File: src/rtl/fir_pkg.sv
// rtl/fir_pkg.sv - shared constants and types for the FIR coefficient loader
//
// Purpose: tap count, coefficient width, counter widths, coefficient type and
// the loader state encoding, shared by the loader RTL and its bench.
package fir_pkg;

  localparam int NUM_TAPS = 41;
  localparam int COEFF_W  = 16;
  // Tap index width.
  localparam int IDX_W    = $clog2(NUM_TAPS);
  // Shared index/settle counter must also hold the value NUM_TAPS.
  localparam int CNT_W    = $clog2(NUM_TAPS + 1);

  typedef logic [COEFF_W-1:0] coeff_t;

  typedef enum logic [1:0] {
    IDLE   = 2'd0,
    LOAD   = 2'd1,
    COMMIT = 2'd2,
    SETTLE = 2'd3
  } ldr_state_e;

endpackage

File: src/rtl/fir_coeff_loader.sv
// rtl/fir_coeff_loader.sv - sequences coefficient loads, commits and delay-line settle for the 41-tap FIR
//
// Purpose: collects NUM_TAPS coefficients into a shadow bank, commits the bank
// to the filter with a one-cycle strobe, then stalls/invalidates the sample
// path until the filter delay line holds only data filtered by the new taps.
//
// Ports:
//   clk, reset_n        clock, asynchronous active-low reset
//   cfg_start           begins (or restarts) a coefficient load
//   cfg_valid/cfg_data/cfg_last/cfg_ready   coefficient beat stream, tap 0 first
//   cfg_busy            high while loading, committing or settling
//   cfg_done            one-cycle pulse when a commit has settled
//   cfg_error           one-cycle pulse when a set is aborted on a framing error
//   coeff_out           shadow bank, tap i at [i*COEFF_W +: COEFF_W]
//   update_coeff        one-cycle commit strobe to the filter
//   samp_in_valid/samp_in_data/samp_in_ready   upstream sample stream
//   fir_data_in         sample presented to the filter (zero when stalled)
//   out_valid           qualifies the filter output
module fir_coeff_loader
  import fir_pkg::*;
(
  input  logic                          clk,
  input  logic                          reset_n,
  input  logic                          cfg_start,
  input  logic                          cfg_valid,
  input  coeff_t                        cfg_data,
  input  logic                          cfg_last,
  output logic                          cfg_ready,
  output logic                          cfg_busy,
  output logic                          cfg_done,
  output logic                          cfg_error,
  output logic [NUM_TAPS*COEFF_W-1:0]   coeff_out,
  output logic                          update_coeff,
  input  logic                          samp_in_valid,
  input  coeff_t                        samp_in_data,
  output logic                          samp_in_ready,
  output coeff_t                        fir_data_in,
  output logic                          out_valid
);

  ldr_state_e                 state_q, state_d;
  // Tap index while in LOAD, settle countdown while in SETTLE.
  logic [CNT_W-1:0]           cnt_q, cnt_d;
  coeff_t [NUM_TAPS-1:0]      coeff_q, coeff_d;
  logic                       busy_q, busy_d;
  logic                       done_q, done_d;
  logic                       error_q, error_d;
  logic                       coeff_valid_q, coeff_valid_d;
  logic                       samp_rdy_q, samp_rdy_d;
  logic                       at_last_idx;

  assign at_last_idx = (cnt_q == CNT_W'(NUM_TAPS - 1));

  always_comb begin
    state_d       = state_q;
    cnt_d         = cnt_q;
    coeff_d       = coeff_q;
    done_d        = 1'b0;
    error_d       = 1'b0;
    coeff_valid_d = coeff_valid_q;

    case (state_q)
      IDLE: begin
        if (cfg_start) begin
          state_d = LOAD;
          cnt_d   = '0;
        end
      end

      LOAD: begin
        // A restart wins over a coincident beat, which is dropped.
        if (cfg_start) begin
          cnt_d = '0;
        end else if (cfg_valid) begin
          // Aborted beats still land in the shadow; no commit follows them.
          coeff_d[cnt_q[IDX_W-1:0]] = cfg_data;
          if (at_last_idx) begin
            if (cfg_last) begin
              state_d = COMMIT;
            end else begin
              state_d = IDLE;
              error_d = 1'b1;
            end
          end else if (cfg_last) begin
            state_d = IDLE;
            error_d = 1'b1;
          end else begin
            cnt_d = cnt_q + CNT_W'(1);
          end
        end
      end

      COMMIT: begin
        state_d = SETTLE;
        cnt_d   = CNT_W'(NUM_TAPS);
      end

      SETTLE: begin
        // NUM_TAPS+1 cycles: count NUM_TAPS down to and including 0.
        if (cnt_q == '0) begin
          state_d       = IDLE;
          done_d        = 1'b1;
          coeff_valid_d = 1'b1;
        end else begin
          cnt_d = cnt_q - CNT_W'(1);
        end
      end

      default: begin
        state_d = IDLE;
      end
    endcase

    // Registered so both track the state register exactly and reset to 0.
    busy_d     = (state_d != IDLE);
    samp_rdy_d = (state_d != COMMIT);
  end

  always_ff @(posedge clk or negedge reset_n) begin
    if (!reset_n) begin
      state_q       <= IDLE;
      cnt_q         <= '0;
      coeff_q       <= '0;
      busy_q        <= 1'b0;
      done_q        <= 1'b0;
      error_q       <= 1'b0;
      coeff_valid_q <= 1'b0;
      samp_rdy_q    <= 1'b0;
    end else begin
      state_q       <= state_d;
      cnt_q         <= cnt_d;
      coeff_q       <= coeff_d;
      busy_q        <= busy_d;
      done_q        <= done_d;
      error_q       <= error_d;
      coeff_valid_q <= coeff_valid_d;
      samp_rdy_q    <= samp_rdy_d;
    end
  end

  assign cfg_ready    = (state_q == LOAD);
  assign cfg_busy     = busy_q;
  assign cfg_done     = done_q;
  assign cfg_error    = error_q;
  assign coeff_out    = coeff_q;
  assign update_coeff = (state_q == COMMIT);
  assign samp_in_ready = samp_rdy_q;
  // Zeros are flushed into the filter delay line whenever no sample transfers.
  assign fir_data_in  = (samp_in_valid && samp_rdy_q) ? samp_in_data : '0;
  assign out_valid    = coeff_valid_q && ((state_q == IDLE) || (state_q == LOAD));

endmodule

File: config.mk
export PLATFORM = sky130hd
export DESIGN_NAME = fir_coeff_loader
export DESIGN_NICKNAME = d
export VERILOG_FILES = /design/src/rtl/fir_pkg.sv /design/src/rtl/fir_coeff_loader.sv
export SDC_FILE = /design/constraint.sdc
export NUM_CORES = 1
export LEC_CHECK = 0
export ABC_AREA = 1
export BUFFER_PORTS_ARGS = -buffer_cell sky130_fd_sc_hd__clkbuf_2
export CELL_PAD_IN_SITES_DETAIL_PLACEMENT = 1
export CELL_PAD_IN_SITES_GLOBAL_PLACEMENT = 1
export CORE_AREA = 2 2 276 278
export CTS_CLUSTER_DIAMETER = 60
export DETAILED_ROUTE_END_ITERATION = 8
export DIE_AREA = 0 0 278 280
export PLACE_DENSITY_LB_ADDON = 0.3
export SETUP_SLACK_MARGIN = 0.05
export SYNTH_ARGS = -nofsm -noshare
export SYNTH_HDL_FRONTEND = slang
export SYNTH_SLANG_ARGS = --single-unit
File: constraint.sdc
create_clock -name clk -period 2 [get_ports clk]
set_input_delay 0.4 -clock clk [delete_from_list [all_inputs] [get_ports clk]]
set_output_delay 0.4 -clock clk [all_outputs]
set_load 0.01 [all_outputs]
==> results of run 1 <==
==> power groups by stage <==
stage | combinational [mW] | clock [mW] | sequential (mW)
floorplan | 0.409 | 0 | 14.0
global placement | 1.43 | 0 | 13.9
detailed placement | 1.46 | 0 | 13.9
CTS | 1.48 | 14.2 | 13.7
global route | 1.59 | 14.8 | 13.7
finish | 1.47 | 13.9 | 13.7
==> placed cells by master, fill, tap and decap left out, drive strengths merged, types with 2 or more instances in the layout <==
cell type  netlist  routed
diode            0       3
o21ai          658     658
clkbuf         180     819
ha               3       3
buf             14     120
bufinv           0       3
a21oi            5       5
inv             53      61
dfrtp          669     669
nand2          741     742
nand3           30      30
clkinv           1      16
nor2            42      42
clkinvlp         0       2
==> flip-flops by register name, summed over array words and instances, names as in the netlist <==
| register | flops |
|---|---|
| coeff_out | 656 |
| cnt_q | 6 |
| state_q | 2 |
| cfg_busy | 1 |
| cfg_done | 1 |
| cfg_error | 1 |
| coeff_valid_q | 1 |
| samp_in_ready | 1 |
==> worst max-delay path, cell delays in order, from the launching register on <==
cell and delay (ps):
dfrtp_1 420, buf_6 150, nor2_2 140, clkbuf_8 170
==> worst max-delay path by stage <==
| stage | end |
|---|---|
| 2_1_floorplan | coeff_out[513] |
| 3_3_place_gp | coeff_out[119] |
| 3_5_place_dp | coeff_out[120] |
| 4_1_cts | update_coeff |
| 5_1_grt | update_coeff |
| 6_report | cfg_ready |
==> logic make-up after synthesis <==
logic type,share of synthesized area [%]
DFF,68.95
adders and majority gates,0.1546
buffers and inverters,3.906
xor gates and xnor gates,0.07216
AOI/OAI and AO/OA,13.70
and+or+nand+nor,13.22
==> stage by stage <==
stage,TNS [ps],cell area [sq um],setup WS (ps),power (mW),hold slack [ps]
after CTS,0,32420,11.59,29.41,87.97
final,0,32580,115.0,29.09,137.5
after detailed placement,-6299,29830,-96.86,15.41,322.6
after global routing,0,32570,28.39,30.08,116.3
after floorplan,0,24280,245.8,14.39,104.4
after global placement,-506.5,29830,-38.11,15.37,325.4
==> per-layer routing <==
layer  track usage (%)  vias up
met1             29.86    10340
li1                  -     9233
met5                 0        -
met2             40.56      664
met4             11.67        0
met3             5.363      209
==> area by class of cell <==
type,count,area [sq um]
diodes,3,7.507
clock buffers,106,2173
clock inverters,28,317.8
fillers,8596,42620
inverters,54,206.4
multi-input cells,1486,6620
flip-flops and latches,669,16740
well taps,978,1224
repair buffers,834,5283
==> timing repair <==
item	CTS	global route
resized for setup	12	13
cloned	0	1
hold buffers	1	0
pin swaps	2	8
setup buffers	6	11
hold endpoints to repair	27	0
endpoints found under the setup margin	28	289
==> impl_metrics.ini, run 1 <==
[run_status]
status = complete, no violations

[cts]
htreeDepth = 3
cts_tree = built
clock_latency_ps = 630
cts_buffer_depth = 3
clkSlewWorstSetupHoldPaths_ps = 50
cts_root_buf = clkbuf_16
cts.sinks = 669
cts_made_buffers = 75

[die]
io_pins = 717
core_area_sq_mm = 0.07519
die_w_um = 278
rows = 101
dieArea_sq_mm = 0.07784
die_height_um = 280
initial_utilization_pct = 32.29

[yosys]
synth_area_sq_mm = 0.02428
syn_nets = 2443
ys_async_sr_fraction_pct = 100.0
synth_top_area_cell = dfrtp_1
synthTopCellsByArea = dfrtp_1 69%, o21ai_0 13%, nand2_1 11%
yosys_register_bits = 669
ys_types = 26
yosysMostFrequentCell = nand2_1
yosysTopAreaCellShare_pct = 68.95
synth_flop_cell = dfrtp_1
avgSynthCellArea_sq_um = 10.11
synth-seq-area-share_pct = 68.95
yosysWarnings = 0
synth_edf_count = 0
syn_inst = 2402
synth_common_cells = 736 x nand2_1, 669 x dfrtp_1, 639 x o21ai_0

[worst_setup_path]
r2r_start = state_q[1]
crit_path_end_kind = primary output
cp.arrival_ps = 1490
reg2reg_setup_slack_ps = 150
r2r_cells = 8
path_max_fanout = 5
cp-start-kind = register
crit_start = state_q[1]
critical_path_class = reg -> out
cp_data_required_time_ps = 1600
reg2reg_to = coeff_out[449]

[detailed_routing]
wl_um = 95450
routed-wl-met2_um = 46370
met3_length_um = 5814
drc = 0
drtPass1Iterations = 5
wl_per_cell_um = 22.95
num_vias = 20450
routed.top_layer = met4
ant_nets = 0
wl_met1_um = 38660
drt_iter0_drc = 1311
vias_per_cell = 4.918

[finish]
syn_to_final_growth_pct = 34.16
instances_no_fill = 4158
nets = 3161
post_route_cells_drive_above_1_share_pct = 31.57
utilization_pct = 43.32

[grt]
antenna_found_initial = 3
grt_pass1_wl_um = 142200
gr-total-overflow = 0
grt_max_degree = 85
first_global_vias = 21620
grt_util_all_layers_pct = 24.26

[pwr]
cellPowerDensity_mw_per_mm2 = 893.1
total_leakage_power_nw = 16.80
p_int_mw = 22.08
p_clk_share_pct = 47.9
power_switching_mw = 7.013
peakVddDrop_mv = 0.6798
seqPwrFrac_pct = 47.1
swShare_pct = 24.11
combPwrFrac_pct = 5.1

[worst_hold_path]
hold_path_end = state_q[0]
hold_path_startpoint = cfg_last
hold_path_class = in -> reg
holdPathStages = 4

[sta]
period_minus_slack_ps = 1885
rsz0062_at_grt = yes
fin_skew_ps = 33.51
finalCritPeriodShare_pct = 94.25
finalHoldViolations = 0
relSlewSlack_pct = 69.41
drv_slew = 0
tightest_slew_ps = 458.8
clock.fmax_mhz = 530.5
setup_viol = 0

[place]
gp_congestion = 0.8358
dp_hpwl_um = 62190
dp_cells = 4002
io_buffers = 716

[run]
cap_violations = 0
No activity file was read; power rests on OpenSTA's default activity.
==> run 2: changes to the inputs <==
CORE_AREA = 2 2 281 283   (was 2 2 276 278)
CTS_BUF_LIST = sky130_fd_sc_hd__clkbuf_4   (was default)
DIE_AREA = 0 0 283 285   (was 0 0 278 280)
REMOVE_ABC_BUFFERS = 1   (was default)
clock period = 2.15 ns   (was 2 ns; I/O delays follow)
==> run 2 against run 1 <==
Highest routed layer is now met5; register-to-register slack gained 60 ps; count of clock-buffer cells in the layout grew 167; the run now ends with setup timing left; power shrank 12%; non-clock buffer count grew 85.
==> impl_metrics.ini, run 2 (synthesis gave the netlist of run 1 again) <==
[run_status]
status = complete, but fails checks
failed_checks = setup timing

[worst_setup_path]
critPathTopFamily = flip-flops
cp_cell_sequence = buf_12 -> nand2_8 -> nor2_2 -> clkbuf_2
r2r_start = state_q[1]
critical_path.max_stage_delay_ps = 370
r2r_cells = 8
reg2reg_setup_slack_ps = 210
cp_data_required_time_ps = 1720
reg2reg_to = coeff_out[649]
critical_path_class = reg -> out
cpMaxStageDelayCell = dfrtp_2
cp-start-kind = register
crit_path_end_kind = primary output
path_max_fanout = 8
cp.arrival_ps = 1800
crit_buf_inv = 2

[place]
dpl_worst_slack_ps = -62.63
dp_cells = 4069
gp_congestion = 0.8449
dp_hpwl_um = 61880
io_buffers = 716
placement.cell_area_sq_mm = 0.02947

[sta]
setup-tns-final_ps = -738.1
period_minus_slack_ps = 2232
finalHoldViolations = 0
holdWs_ps = 267.7
relSlewSlack_pct = 44.76
clock.fmax_mhz = 447.9
tightest_slew_ps = 825.9
rsz0062_at_grt = yes
setup_viol = 16
finalCritPeriodShare_pct = 103.8
drv_slew = 0
setup_ws_ps = -82.46
fin_skew_ps = 116.5

[detailed_routing]
wl_um = 97620
drt_iter0_drc = 1315
wl_per_cell_um = 21.73
drc = 0
num_vias = 21420
drtPass1Iterations = 5
ant_nets = 0
vias_per_cell = 4.769

[cts]
cts_buffer_depth = 3
clock_latency_ps = 1010
cts_tree = built
cts.sinks = 669
htreeDepth = 4
clkSlewWorstSetupHoldPaths_ps = 60
cts_root_buf = clkbuf_4
cts_made_buffers = 182

[pwr]
cellPowerDensity_mw_per_mm2 = 764.9
combPwrFrac_pct = 5.4
p_int_mw = 19.00
finalPower_mw = 25.57
peakVddDrop_mv = 0.4607
swShare_pct = 25.72
total_leakage_power_nw = 17.39
power_switching_mw = 6.577
seqPwrFrac_pct = 49.8
p_clk_share_pct = 44.7

[die]
io_pins = 717
die_w_um = 283
dieArea_sq_mm = 0.08066
core_area_sq_mm = 0.07797
initial_utilization_pct = 31.14
die_height_um = 285
rows = 103

[finish]
nets = 3353
multi_input_area_sq_mm = 0.006728
final.fill_count = 9075
final_cell_area_sq_mm = 0.03344
syn_to_final_growth_pct = 37.70
utilization_pct = 42.88
layout_common_cells = 734 x nand2_1, 668 x dfrtp_1, 639 x o21ai_0
seq_area_sq_mm = 0.01674
largest_reg_flops = 656
instances_no_fill = 4492
layout_commonest_cell = nand2_1
post_route_cells_drive_above_1_share_pct = 36.34

[grt]
grt_pass1_wl_um = 146500
grt_max_degree = 85
gr-total-overflow = 0
antenna_found_initial = 3
first_global_vias = 22880
grt_util_all_layers_pct = 23.97

[run]
cap_violations = 0

[worst_hold_path]
hold_path_class = in -> async
run 2: worst max path at each step:
stage                  startpoint               to  cells past startpoint
finish              samp_in_ready   fir_data_in[2]                      4
detailed placement       cnt_q[3]   coeff_out[263]                      6
global placement         cnt_q[3]   coeff_out[270]                      6
CTS                 samp_in_ready  fir_data_in[12]                      4
floorplan              state_q[1]   coeff_out[240]                      5
global route        samp_in_ready   fir_data_in[2]                      4
run 2: layout make-up:
type                    instances  share of cell area (%)
clock inverters                39                  0.7596
well taps                    1050                   3.929
inverters                      54                  0.6362
repair buffers                919                   18.34
multi-input cells            1486                   20.12
diodes                          2                 0.01497
clock buffers                 273                   6.130
flip-flops and latches        669                   50.07
run 2: power groups by stage:
| stage | combinational [mW] | sequential [mW] | clock (mW) |
|---|---|---|---|
| CTS | 1.38 | 12.7 | 11.8 |
| global placement | 1.27 | 13.0 | 0 |
| floorplan | 0.325 | 13.0 | 0 |
| finish | 1.39 | 12.7 | 11.4 |
| detailed placement | 1.30 | 13.0 | 0 |
| global route | 1.50 | 12.7 | 12.6 |
run 2: repair_timing:
item | in CTS | in global routing
buffers inserted | 58 | 29
resized for setup | 92 | 100
endpoints found under the setup margin | 220 | 201
pin swaps | 5 | 2
hold buffers | 21 | 0
hold endpoints to repair | 1307 | 0
gates cloned | 1 | 0
run 2: routing by layer:
| layer | global-route usage, % | routed length, um | part of all wire, % |
|---|---|---|---|
| met1 | 29.23 | 40030 | 41 |
| met3 | 7.008 | 6633 | 6.8 |
| met5 | 0 | 13 | 0.013 |
| met2 | 39.54 | 47380 | 49 |
| met4 | 10.49 | 3561 | 3.6 |
run 2: worst min-delay path, cell delays in order:
cell	delay [ps]
dlygate4sd3_1	600
buf_8	330
buf_4	240
==> run 3: changes to the inputs <==
REMOVE_ABC_BUFFERS = default   (was 1)
==> run 3 against run 2 <==
The run still ends with setup timing left; first-iteration DRC count is 3.0% higher; power is 0.52% higher; worst hold slack better by 41 ps; die area stayed put; clock power hardly changed; maximum frequency is 1.2% lower; clock skew is 66 ps lower; global-route usage is 0.48 points higher; core utilization is 2.7 points higher; setup slack worse by 27 ps; sequential share of layout area is 3.0 points lower.
==> impl_metrics.ini, run 3 (synthesis gave the netlist of run 1 again) <==
[finish]
post_route_cells_drive_above_1_share_pct = 39.21
largest_reg_flops = 656
layout_common_cells = 720 x nand2_1, 667 x dfrtp_1, 616 x o21ai_0
nets = 3489
final.fill_count = 8967
instances_no_fill = 4626
seq_area_sq_mm = 0.01674
multi_input_area_sq_mm = 0.006814
syn_to_final_growth_pct = 46.51
final_cell_area_sq_mm = 0.03557
utilization_pct = 45.62
layout_commonest_cell = nand2_1

[die]
initial_utilization_pct = 31.14
die_height_um = 285
die_w_um = 283
io_pins = 717
rows = 103
dieArea_sq_mm = 0.08066
core_area_sq_mm = 0.07797

[grt]
grt_max_degree = 81
first_global_vias = 23570
gr-total-overflow = 0
grt_pass1_wl_um = 148900
grt_util_all_layers_pct = 24.45
antenna_found_initial = 7

[worst_setup_path]
cp_data_required_time_ps = 1720
cp_cell_sequence = buf_12 -> nand2_8 -> nor2_1 -> clkbuf_2
critical_path_class = reg -> out
crit_buf_inv = 2
cp.arrival_ps = 1830
path_max_fanout = 8
cp-start-kind = register
crit_path_end_kind = primary output
critical_path.max_stage_delay_ps = 410
critPathTopFamily = flip-flops
cpMaxStageDelayCell = dfrtp_2

[detailed_routing]
drtPass1Iterations = 5
wl_per_cell_um = 22.41
vias_per_cell = 4.811
drc = 0
ant_nets = 0
num_vias = 22260
drt_iter0_drc = 1354
wl_um = 103700

[sta]
rsz0062_at_grt = yes
fin_skew_ps = 50.80
setup_viol = 19
drv_slew = 0
clock.fmax_mhz = 442.6
finalCritPeriodShare_pct = 105.1
finalHoldViolations = 0
period_minus_slack_ps = 2259
relSlewSlack_pct = 63.56
tightest_slew_ps = 546.7
setup_ws_ps = -109.2

[cts]
cts.sinks = 669
cts_buffer_depth = 3
cts_tree = built
cts_made_buffers = 181
cts_root_buf = clkbuf_4
htreeDepth = 4
clkSlewWorstSetupHoldPaths_ps = 60
clock_latency_ps = 1020

[pwr]
power_switching_mw = 6.531
cellPowerDensity_mw_per_mm2 = 722.7
combPwrFrac_pct = 5.8
p_int_mw = 19.18
swShare_pct = 25.41
p_clk_share_pct = 44.5
peakVddDrop_mv = 0.3890
seqPwrFrac_pct = 49.6
total_leakage_power_nw = 18.45

[run]
cap_violations = 0

[place]
placement.cell_area_sq_mm = 0.02959
gp_congestion = 0.8259
dp_cells = 4070
dp_hpwl_um = 63990
io_buffers = 716

[run_status]
failed_checks = setup timing
status = complete, but fails checks

[worst_hold_path]
hold_path_class = in -> reg
[run 3: worst register-to-register path, stage by stage (launching register included)]
cell and delay [ps]:
dfrtp_1 400, buf_4 150, buf_4 130, nor3_4 180
nand2_4 90, buf_12 140, buf_4 140, nor2_4 210
nand2_1 140, buf_8 200, o21ai_0 260
[run 3: what timing repair did]
action                     in CTS  in global routing
resized for setup             148                287
setup endpoints to repair     424                535
hold endpoints to repair     1334                  0
gates cloned                    1                  8
hold buffers                   22                  0
setup buffers                 109                105
pin swaps                       3                 12
[run 3: final cells by class]
cell class              count  share of cell area [%]
clock buffers             277                   5.846
diodes                      3                 0.02110
repair buffers           1056                   23.10
inverters                  54                  0.5944
multi-input cells        1486                   19.16
clock inverters            31                  0.5241
flip-flops and latches    669                   47.07
well taps                1050                   3.693
[run 3: power by group through the flow]
| stage | logic [mW] | clock network [mW] | registers [mW] |
|---|---|---|---|
| 3_5_place_dp | 1.32 | 0 | 13.0 |
| 2_1_floorplan | 0.381 | 0 | 13.0 |
| 5_1_grt | 1.61 | 12.5 | 12.8 |
| 3_3_place_gp | 1.28 | 0 | 13.0 |
| 4_1_cts | 1.42 | 11.8 | 12.7 |
| 6_report | 1.50 | 11.5 | 12.8 |
[run 3: path summary, 6_finish.rpt]
path / from / endpoint / slack [ps] / cells after the start
max in group asynchronous: reset_n / coeff_out[651] / 880 / 5
worst min register to register: coeff_out[533] / coeff_out[533] / 480 / 2
worst min-delay path: cfg_data[10] / coeff_out[122] / 310 / 4
worst max-delay path: samp_in_ready / fir_data_in[6] / -110 / 4
worst max register to register: state_q[1] / coeff_out[475] / 20 / 10
min in group asynchronous: reset_n / coeff_out[335] / 690 / 4
[run 3: through the flow]
stage,worst slack [ps],hold slack (ps),TNS (ps),power [mW]
detailed placement,17.89,374.4,0,14.30
floorplan,395.8,134.4,0,13.39
global route,-291.7,237.9,-6615,26.87
global placement,91.33,374.0,0,14.26
CTS,-263.3,155.8,-5283,25.96
finish,-109.2,308.9,-1653,25.71
[run 3: layer usage]
metal	up-vias	GRT usage (%)	share of wire, %
met5	-	0	0.015
met4	2	12.30	4.4
met3	239	6.648	6.2
met2	804	41.24	50
met1	11240	28.74	39
li1	9976	-	-
